--- src/rtl/fifo_serial_tx.sv ---
// FIFO consumer that pops one byte per frame and shifts it out as 8N1 serial.
// Each frame begins with a settle cycle so a registered-read FIFO presents fresh data before the pop.
module fifo_serial_tx #(
   parameter int CLK_FREQ  = 48_000_000,
   parameter int BAUD_RATE = 115_200,
   parameter int BAUD_DIV  = CLK_FREQ / BAUD_RATE
) (
   input  logic       i_clk,
   input  logic       i_rst,
   input  logic       i_empty,
   input  logic [7:0] i_data,
   output logic       o_rd,
   output logic       o_tx,
   output logic       o_busy
);

   localparam int CNT_W = (BAUD_DIV > 1) ? $clog2(BAUD_DIV) : 1;
   localparam logic [CNT_W-1:0] CNT_LAST = CNT_W'(BAUD_DIV - 1);
   localparam logic [CNT_W-1:0] CNT_ZERO = CNT_W'(0);
   localparam logic [CNT_W-1:0] CNT_ONE  = CNT_W'(1);

   typedef enum logic [2:0] {
      ST_IDLE   = 3'd0,
      ST_SETTLE = 3'd1,
      ST_LOAD   = 3'd2,
      ST_START  = 3'd3,
      ST_DATA   = 3'd4,
      ST_STOP   = 3'd5
   } state_t;

   state_t           state_r;
   state_t           state_s;
   logic [CNT_W-1:0] cnt_r;
   logic [CNT_W-1:0] cnt_s;
   logic [2:0]       idx_r;
   logic [2:0]       idx_s;
   logic [7:0]       shift_r;
   logic [7:0]       shift_s;
   logic             tx_r;
   logic             tx_s;
   logic             rd_r;
   logic             busy_r;
   logic             bit_end_s;

   assign bit_end_s = (cnt_r == CNT_LAST);

   // Next-state, baud counter, bit index and shift register update.
   always_comb begin
      state_s = state_r;
      cnt_s   = cnt_r;
      idx_s   = idx_r;
      shift_s = shift_r;
      case (state_r)
         ST_IDLE: begin
            cnt_s = CNT_ZERO;
            idx_s = 3'd0;
            if (!i_empty) begin
               state_s = ST_SETTLE;
            end else begin
               state_s = ST_IDLE;
            end
         end
         ST_SETTLE: begin
            cnt_s   = CNT_ZERO;
            state_s = ST_LOAD;
         end
         ST_LOAD: begin
            // The pop and the capture happen on the same edge.
            cnt_s   = CNT_ZERO;
            idx_s   = 3'd0;
            shift_s = i_data;
            state_s = ST_START;
         end
         ST_START: begin
            if (bit_end_s) begin
               cnt_s   = CNT_ZERO;
               state_s = ST_DATA;
            end else begin
               cnt_s = cnt_r + CNT_ONE;
            end
         end
         ST_DATA: begin
            if (bit_end_s) begin
               cnt_s = CNT_ZERO;
               if (idx_r == 3'd7) begin
                  state_s = ST_STOP;
               end else begin
                  idx_s   = idx_r + 3'd1;
                  shift_s = {1'b0, shift_r[7:1]};
               end
            end else begin
               cnt_s = cnt_r + CNT_ONE;
            end
         end
         ST_STOP: begin
            if (bit_end_s) begin
               cnt_s   = CNT_ZERO;
               state_s = ST_IDLE;
            end else begin
               cnt_s = cnt_r + CNT_ONE;
            end
         end
         default: begin
            state_s = ST_IDLE;
            cnt_s   = CNT_ZERO;
            idx_s   = 3'd0;
            shift_s = 8'h00;
         end
      endcase
   end

   // Line level for the upcoming cycle, derived from the next state so o_tx can be registered.
   always_comb begin
      tx_s = 1'b1;
      case (state_s)
         ST_START: tx_s = 1'b0;
         ST_DATA:  tx_s = shift_s[0];
         default:  tx_s = 1'b1;
      endcase
   end

   // State and output registers with asynchronous reset.
   always_ff @(posedge i_clk or posedge i_rst) begin
      if (i_rst) begin
         state_r <= ST_IDLE;
         cnt_r   <= CNT_ZERO;
         idx_r   <= 3'd0;
         shift_r <= 8'h00;
         tx_r    <= 1'b1;
         rd_r    <= 1'b0;
         busy_r  <= 1'b0;
      end else begin
         state_r <= state_s;
         cnt_r   <= cnt_s;
         idx_r   <= idx_s;
         shift_r <= shift_s;
         tx_r    <= tx_s;
         rd_r    <= (state_s == ST_LOAD);
         busy_r  <= (state_s != ST_IDLE);
      end
   end

   assign o_tx   = tx_r;
   assign o_rd   = rd_r;
   assign o_busy = busy_r;

endmodule

--- config.mk ---
export PLATFORM = sky130hd
export DESIGN_NAME = fifo_serial_tx
export DESIGN_NICKNAME = d
export VERILOG_FILES = /design/src/rtl/fifo_serial_tx.sv
export SDC_FILE = /design/constraint.sdc
export NUM_CORES = 1
export LEC_CHECK = 0
export CELL_PAD_IN_SITES_DETAIL_PLACEMENT = 1
export CELL_PAD_IN_SITES_GLOBAL_PLACEMENT = 1
export CORE_MARGIN = 3
export CORE_UTILIZATION = 25
export DETAILED_ROUTE_END_ITERATION = 12
export GPL_TIMING_DRIVEN = 0
export PLACE_DENSITY_LB_ADDON = 0.3
export SETUP_SLACK_MARGIN = 0.1
export SYNTH_ARGS = -nofsm -noshare
export SYNTH_HDL_FRONTEND = slang
export SYNTH_SLANG_ARGS = --single-unit
--- constraint.sdc ---
create_clock -name i_clk -period 2.55 [get_ports i_clk]
set_clock_uncertainty 0.1 [all_clocks]
set_input_delay 0.51 -clock i_clk [delete_from_list [all_inputs] [get_ports i_clk]]
set_output_delay 0.51 -clock i_clk [all_outputs]
set_load 0.005 [all_outputs]
==> results of run 1 <==
==> cells in the final DEF (no fill, tap or decap), drive strengths merged, types with 2 or more instances in the layout <==
| master | synthesis | final |
|---|---|---|
| xnor2 | 3 | 3 |
| nand3 | 5 | 5 |
| nand2b | 2 | 2 |
| o21ai | 3 | 3 |
| and4 | 2 | 2 |
| nand2 | 9 | 9 |
| or2 | 2 | 2 |
| a22o | 3 | 3 |
| and2 | 7 | 7 |
| dfrtp | 25 | 25 |
| a21oi | 3 | 3 |
| nor3 | 2 | 2 |
| xor2 | 3 | 3 |
| mux2 | 2 | 2 |
| nand4 | 4 | 4 |
| clkbuf | 2 | 5 |
| buf | 2 | 2 |
| nor2 | 11 | 11 |
| inv | 2 | 2 |
| ha | 3 | 3 |
| clkdlybuf4s50 | 0 | 13 |
| a221o | 6 | 6 |
| nor3b | 2 | 2 |
| nor2b | 6 | 6 |
==> worst min path at each step <==
stage,start,end,slack [ns]
after floorplan,cnt_r[0],cnt_r[0],0.34
after global placement,cnt_r[0],cnt_r[0],0.37
after detailed placement,cnt_r[0],cnt_r[0],0.37
after CTS,cnt_r[0],cnt_r[0],0.39
after global routing,cnt_r[0],cnt_r[0],0.42
final,cnt_r[0],cnt_r[0],0.39
==> state kept, by name (all words and copies together) (netlist names) <==
name     flops
cnt_r        9
o_tx         1
o_busy       1
idx_r        3
shift_r      8
state_r      3
o_rd         1
==> kinds of logic (layout without fill, tap and decap cells) <==
| logic type | count (synthesis) | count (layout) | share of synthesized area |
|---|---|---|---|
| and+or+nand+nor | 58 | 58 | 0.2571 |
| xor gates and xnor gates | 6 | 6 | 0.03986 |
| AOI/OAI and AO/OA | 22 | 22 | 0.1442 |
| adders and majority gates | 3 | 3 | 0.02847 |
| muxes | 2 | 2 | 0.01708 |
| buffers and inverters | 6 | 23 | 0.01898 |
| DFF | 26 | 26 | 0.4943 |
==> worst max-delay path, stage by stage, from the launching register on <==
cell	delay, ns
sky130_fd_sc_hd__dfrtp_1	0.40
sky130_fd_sc_hd__ha_1	0.26
sky130_fd_sc_hd__nand4_1	0.16
sky130_fd_sc_hd__or2_1	0.30
sky130_fd_sc_hd__o41a_4	0.41
sky130_fd_sc_hd__a221o_1	0.37
==> through the flow <==
stage               setup WS (ns)  hold WS [ns]  power (W)    util  std cells
finish                     0.4408        0.3866   0.001094  0.3266        207
global route               0.3155        0.4190   0.001168  0.3266        207
CTS                        0.4382        0.3871   0.001111  0.3266        207
detailed placement         0.4441        0.3740  0.0007588  0.3121        203
global placement           0.5075        0.3703  0.0007408  0.3121        203
floorplan                  0.6435        0.3438  0.0006924       -        123
==> per-layer routing <==
layer	track usage	routed length (um)
met3	0.01835	48
met1	0.1248	1314
met4	0.03671	23
met5	0	0
met2	0.1766	1483
==> power breakdown <==
part | total (W) | internal [W] | switching (W)
clock network | 0.000344 | 0.000210 | 0.000134
registers | 0.000573 | 0.000485 | 0.0000884
logic | 0.000176 | 0.000103 | 0.0000730
total | 0.00109 | 0.000798 | 0.000295
==> final cells by class <==
cell class,instances,area share
plain buffers,4,0.01092
clock buffers,3,0.02574
clock inverters,1,0.01872
inverters,2,0.004680
multi-input cells,91,0.4002
flip-flops and latches,26,0.4064
well taps,67,0.05226
repair buffers,13,0.08112
==> insert_results.sql, run 1 <==
INSERT INTO impl_metrics (metric_group, metric, value, unit) VALUES
('sta', 'rsz0062_at_grt', 'false', ''),
('drt', 'drcViolationCount', '0', ''),
('power', 'ir_drop', '0.0001779', 'V'),
('yosys', 'synth_common_cells', 'sky130_fd_sc_hd__dfrtp_1 (25), sky130_fd_sc_hd__nor2_1 (11), sky130_fd_sc_hd__nand2_1 (9)', ''),
('clocking', 'cts_max_path_buffers', '2', ''),
('critical_path', 'setup.worst_path.start', 'cnt_r[0]', ''),
('yosys', 'synth-edff-count', '0', ''),
('placement', 'placement.cell_area', '0.001533', 'mm^2'),
('sta', 'setup_violations', '0', ''),
('critical_path', 'start_of_the_worst_register_to_register_path', 'cnt_r[0]', ''),
('clocking', 'cts.repair_timing.setup_buffer_count', '0', ''),
('die', 'design.die.area', '0.006183', 'mm^2'),
('clocking', 'holdBufCountCts', '0', ''),
('power', 'power.static_leakage', '0.6768', 'nW'),
('global_routing', 'globalRouteTotalUtil', '0.1016', ''),
('finish', 'sequential_cell_area', '651.9', 'um^2'),
('critical_path', 'arrival', '2.17', 'ns'),
('finish', 'finalInstanceArea', '0.001604', 'mm^2'),
('yosys', 'yosysUniqueCellTypes', '39', ''),
('sta', 'fmax', '474.1', 'MHz'),
('yosys', 'yosys_warnings', '0', ''),
('critical_path', 'maximum_fanout_along_the_worst_path', '7', ''),
('sta', 'report.final.hold_viol_count', '0', ''),
('clocking', 'cts-resized-gates', '0', ''),
('sta', 'final_period_minus_worst_setup_slack', '2.109', 'ns'),
('finish', 'multiInputGateArea', '641.9', 'um^2'),
('outcome', 'outcome', 'finished clean', ''),
('yosys', 'synth_most_common_cell', 'sky130_fd_sc_hd__dfrtp_1', ''),
('die', 'io_pins', '14', ''),
('global_routing', 'wire_length_of_the_first_global_routing_pass', '5099', 'um'),
('finish', 'nets', '155', ''),
('global_routing', 'grt_antenna_before_repair', '0', ''),
('critical_path', 'regToRegSetupSlack', '0.44', 'ns'),
('yosys', 'yosys-top-cells-area', 'sky130_fd_sc_hd__dfrtp_1 (47%), sky130_fd_sc_hd__a221o_1 (4.6%), sky130_fd_sc_hd__and2_1 (3.3%)', ''),
('yosys', 'synthDominantCellAreaShare', '0.4744', ''),
('min_path', 'hold_path_depth', '1', ''),
('critical_path', 'crit_required', '2.61', 'ns'),
('clocking', 'clock_latency', '0.27', 'ns'),
('placement', 'quantity_of_i_o_buffers_inserted_on_ports', '13', ''),
('sta', 'final_period_util', '0.8271', ''),
('global_routing', 'vias_in_the_first_global_route', '1054', ''),
('drt', 'drtPass1Iterations', '3', ''),
('finish', 'ant_diodes', '0', ''),
('finish', 'layout-drive-gt1-share', '0.1143', ''),
('clocking', 'cts_made_buffers', '3', ''),
('yosys', 'async_flop_share', '1.000', ''),
('finish', 'fillCellCount', '572', ''),
('die', 'core-area', '0.004911', 'mm^2'),
('global_routing', 'maximum_number_of_pins_on_one_net_before_global_route_repair', '27', ''),
('die', 'initial_core_util', '0.2685', ''),
('critical_path', 'reg2reg_depth', '5', ''),
('clocking', 'tritoncts', 'done', ''),
('drt', 'drt_first_iter_violations', '65', ''),
('job', 'drv.max_cap_violation_count', '0', ''),
('drt', 'avgRoutedWirePerCell', '13.86', 'um'),
('clocking', 'clkSlewWorstSetupHoldPaths', '0.09', 'ns'),
('critical_path', 'timing.critical_path.from_type', 'flop', ''),
('sta', 'timing_max_transition_violations_final', '0', ''),
('yosys', 'synthesis.instances', '123', ''),
('critical_path', 'regToRegEndpoint', 'shift_r[2]', ''),
('drt', 'route.antenna.remaining_nets', '0', ''),
('finish', 'area_delta_synth_final', '21.63', '%'),
('yosys', 'post-synth-top-area-cell', 'sky130_fd_sc_hd__dfrtp_1', ''),
('critical_path', 'crit_path_end', 'shift_r[2]', ''),
('yosys', 'number_of_register_bits_inferred_by_synthesis', '26', ''),
('drt', 'route.detailed.vias_per_inst', '4.816', ''),
('yosys', 'yosys_most_used_dff', 'sky130_fd_sc_hd__dfrtp_1', ''),
('clocking', 'clockRootBuffer', 'sky130_fd_sc_hd__clkbuf_8', ''),
('yosys', 'synth_nets', '137', ''),
('power', 'power.density_cell_area', '681.7', 'mW/mm^2'),
('placement', 'hpwlAfterDp', '2194', 'um');
(Power assumes the default switching activity.)
==> run 2, diff against run 1 <==
- clock period: 2.55 -> 1.8 ns (I/O delays scaled with it)
==> run 2 against run 1 <==
Against the previous run: the flow now finishes with violations (negative setup slack); sequential power grew 41%; largest power group unchanged; critical path depth shrank 1; design area grew 13%; highest routed layer unchanged.
==> insert_results.sql, run 2 (synthesized netlist as in run 1, its figures left out) <==
INSERT INTO impl_metrics (metric_group, metric, value, unit) VALUES
('die', 'die_h', '78.63', 'um'),
('finish', 'largest_register', 'cnt_r', ''),
('critical_path', 'start_of_the_worst_register_to_register_path', 'cnt_r[6]', ''),
('drt', 'route.antenna.remaining_nets', '0', ''),
('drt', 'drcViolationCount', '0', ''),
('sta', 'fmax', '520.1', 'MHz'),
('critical_path', 'worstSetupPathType', 'reg -> reg', ''),
('outcome', 'violations', 'negative setup slack', ''),
('drt', 'dr_wl_met2', '1676', 'um'),
('global_routing', 'grt_antenna_before_repair', '0', ''),
('sta', 'final_period_minus_worst_setup_slack', '1.923', 'ns'),
('finish', 'layout.cells.most_common_list', 'sky130_fd_sc_hd__dfrtp_1 (22), sky130_fd_sc_hd__buf_4 (15), sky130_fd_sc_hd__clkdlybuf4s50_1 (12), sky130_fd_sc_hd__nor2_1 (11), sky130_fd_sc_hd__nand2_1 (9)', ''),
('placement', 'quantity_of_i_o_buffers_inserted_on_ports', '13', ''),
('finish', 'mostFrequentLayoutCell', 'sky130_fd_sc_hd__dfrtp_1', ''),
('clocking', 'numClockSinks', '26', ''),
('sta', 'rsz0062_at_grt', 'true', ''),
('min_path', 'hp-start', 'shift_r[7]', ''),
('finish', 'ant_diodes', '0', ''),
('finish', 'fillCellCount', '566', ''),
('die', 'design.die.area', '0.006183', 'mm^2'),
('critical_path', 'crit_required', '1.86', 'ns'),
('clocking', 'cts.htree.levels', '1', ''),
('drt', 'route.detailed.vias_per_inst', '4.865', ''),
('die', 'initial_core_util', '0.2685', ''),
('critical_path', 'maximum_fanout_along_the_worst_path', '7', ''),
('sta', 'timing_max_transition_violations_final', '0', ''),
('die', 'die-width', '78.63', 'um'),
('clocking', 'clockRootBuffer', 'sky130_fd_sc_hd__clkbuf_8', ''),
('global_routing', 'wire_length_of_the_first_global_routing_pass', '5575', 'um'),
('clocking', 'clock_latency', '0.27', 'ns'),
('drt', 'drt_wl_total', '3224', 'um'),
('global_routing', 'global_route.overflow_total', '0', ''),
('critical_path', 'reg2reg_depth', '4', ''),
('clocking', 'tritoncts', 'done', ''),
('sta', 'worst_hold_margin', '0.4199', 'ns'),
('die', 'core-area', '0.004911', 'mm^2'),
('finish', 'max_reg_flops', '9', ''),
('min_path', 'hold_path_depth', '1', ''),
('finish', 'sequential_cell_area', '655.6', 'um^2'),
('clocking', 'clkSlewWorstSetupHoldPaths', '0.09', 'ns'),
('drt', 'maxUsedRoutingLayer', 'met4', ''),
('sta', 'final_period_util', '1.068', ''),
('placement', 'placedCellCount', '203', ''),
('finish', 'layout-drive-gt1-share', '0.2839', ''),
('finish', 'stdcell_count', '222', ''),
('finish', 'area_delta_synth_final', '36.91', '%'),
('finish', 'reg.largest.list', 'cnt_r (9), shift_r (8)', ''),
('power', 'power.density_cell_area', '945.6', 'mW/mm^2'),
('drt', 'drt-met1-wl', '1428', 'um'),
('drt', 'routed_via_count', '1080', ''),
('drt', 'drt_first_iter_violations', '54', ''),
('drt', 'met3_length', '82', 'um'),
('sta', 'maxSlewHeadroom', '0.3414', ''),
('sta', 'report.final.hold_viol_count', '0', ''),
('placement', 'place_congestion', '0.7709', ''),
('critical_path', 'endpoint_kind', 'flop', ''),
('clocking', 'cts_made_buffers', '3', ''),
('outcome', 'outcome', 'complete, but fails checks', ''),
('finish', 'nets', '170', ''),
('clocking', 'cts_max_path_buffers', '2', ''),
('global_routing', 'maximum_number_of_pins_on_one_net_before_global_route_repair', '27', ''),
('global_routing', 'vias_in_the_first_global_route', '1194', ''),
('job', 'drv.max_cap_violation_count', '0', ''),
('finish', 'final_core_util', '0.3676', ''),
('critical_path', 'timing.critical_path.from_type', 'flop', ''),
('finish', 'multiInputGateArea', '720.7', 'um^2'),
('min_path', 'timing.hold.worst.class', 'reg -> reg', ''),
('die', 'placementRows', '25', ''),
('drt', 'avgRoutedWirePerCell', '14.52', 'um'),
('global_routing', 'globalRouteTotalUtil', '0.1131', ''),
('critical_path', 'setup.worst_path.start', 'cnt_r[6]', ''),
('placement', 'hpwlAfterDp', '2116', 'um'),
('die', 'io_pins', '14', ''),
('sta', 'worstMarginPinSlew', '0.9868', 'ns'),
('clocking', 'holdBufCountCts', '0', ''),
('power', 'ir_drop', '0.0003088', 'V'),
('power', 'power.static_leakage', '0.7618', 'nW'),
('critical_path', 'arrival', '1.98', 'ns'),
('drt', 'drtPass1Iterations', '4', ''),
('sta', 'setup_violations', '8', ''),
('sta', 'setup_ws', '-0.1226', 'ns');
==> run 2: area by class of cell <==
cell class,instances,share of cell area
multi-input combinational,91,0.3992
clock inverter,1,0.01663
sequential,26,0.3631
timing repair buffer,28,0.1344
buffer,4,0.01317
inverter,2,0.004158
tap,67,0.04643
clock buffer,3,0.02287
==> run 2: metal layers <==
metal | up-vias | track usage
met1 | 546 | 0.1367
met3 | 2 | 0.01491
met4 | 0 | 0.05245
met2 | 18 | 0.1978
met5 | - | 0
li1 | 514 | -
==> run 2: stage by stage <==
stage | power [W] | setup WS [ns] | area, um^2 | setup TNS (ns)
finish | 0.001707 | -0.1226 | 1805 | -0.7452
detailed placement | 0.001076 | -0.2482 | 1546 | -2.137
global route | 0.001808 | -0.1893 | 1805 | -1.266
global placement | 0.001051 | -0.2207 | 1546 | -1.831
floorplan | 0.0009836 | -0.07659 | 1333 | -0.4596
CTS | 0.001696 | -0.1144 | 1738 | -0.6510
==> run 2: critical path: stages, from the launching register on <==
cell	delay (ns)
sky130_fd_sc_hd__dfrtp_2	0.45
sky130_fd_sc_hd__nand4bb_4	0.22
sky130_fd_sc_hd__or2_4	0.28
sky130_fd_sc_hd__o41a_4	0.40
sky130_fd_sc_hd__a221o_1	0.36
==> run 2: report_power, final <==
part	total, W	leakage, nW	switching [W]	internal, W
Combinational	0.000412	0.412	0.000166	0.000246
Clock	0.000486	0.0357	0.000189	0.000297
Sequential	0.000809	0.314	0.000117	0.000692
Total	0.00171	0.762	0.000472	0.00123
==> run 2: worst paths after layout <==
check,slack [ns],end
hold / removal,0.42,shift_r[7]
max in group asynchronous,0.42,cnt_r[6]
min in group asynchronous,0.51,shift_r[6]
setup / recovery,-0.12,shift_r[6]
hold reg to reg,0.42,shift_r[7]
setup reg to reg,-0.12,shift_r[6]
==> run 2: repair_timing <==
action	CTS	global route
gates resized for setup	12	9
hold endpoints to repair	0	0
setup endpoints to repair	15	20
pin swaps	2	4
cloned	0	1
setup buffers	9	5
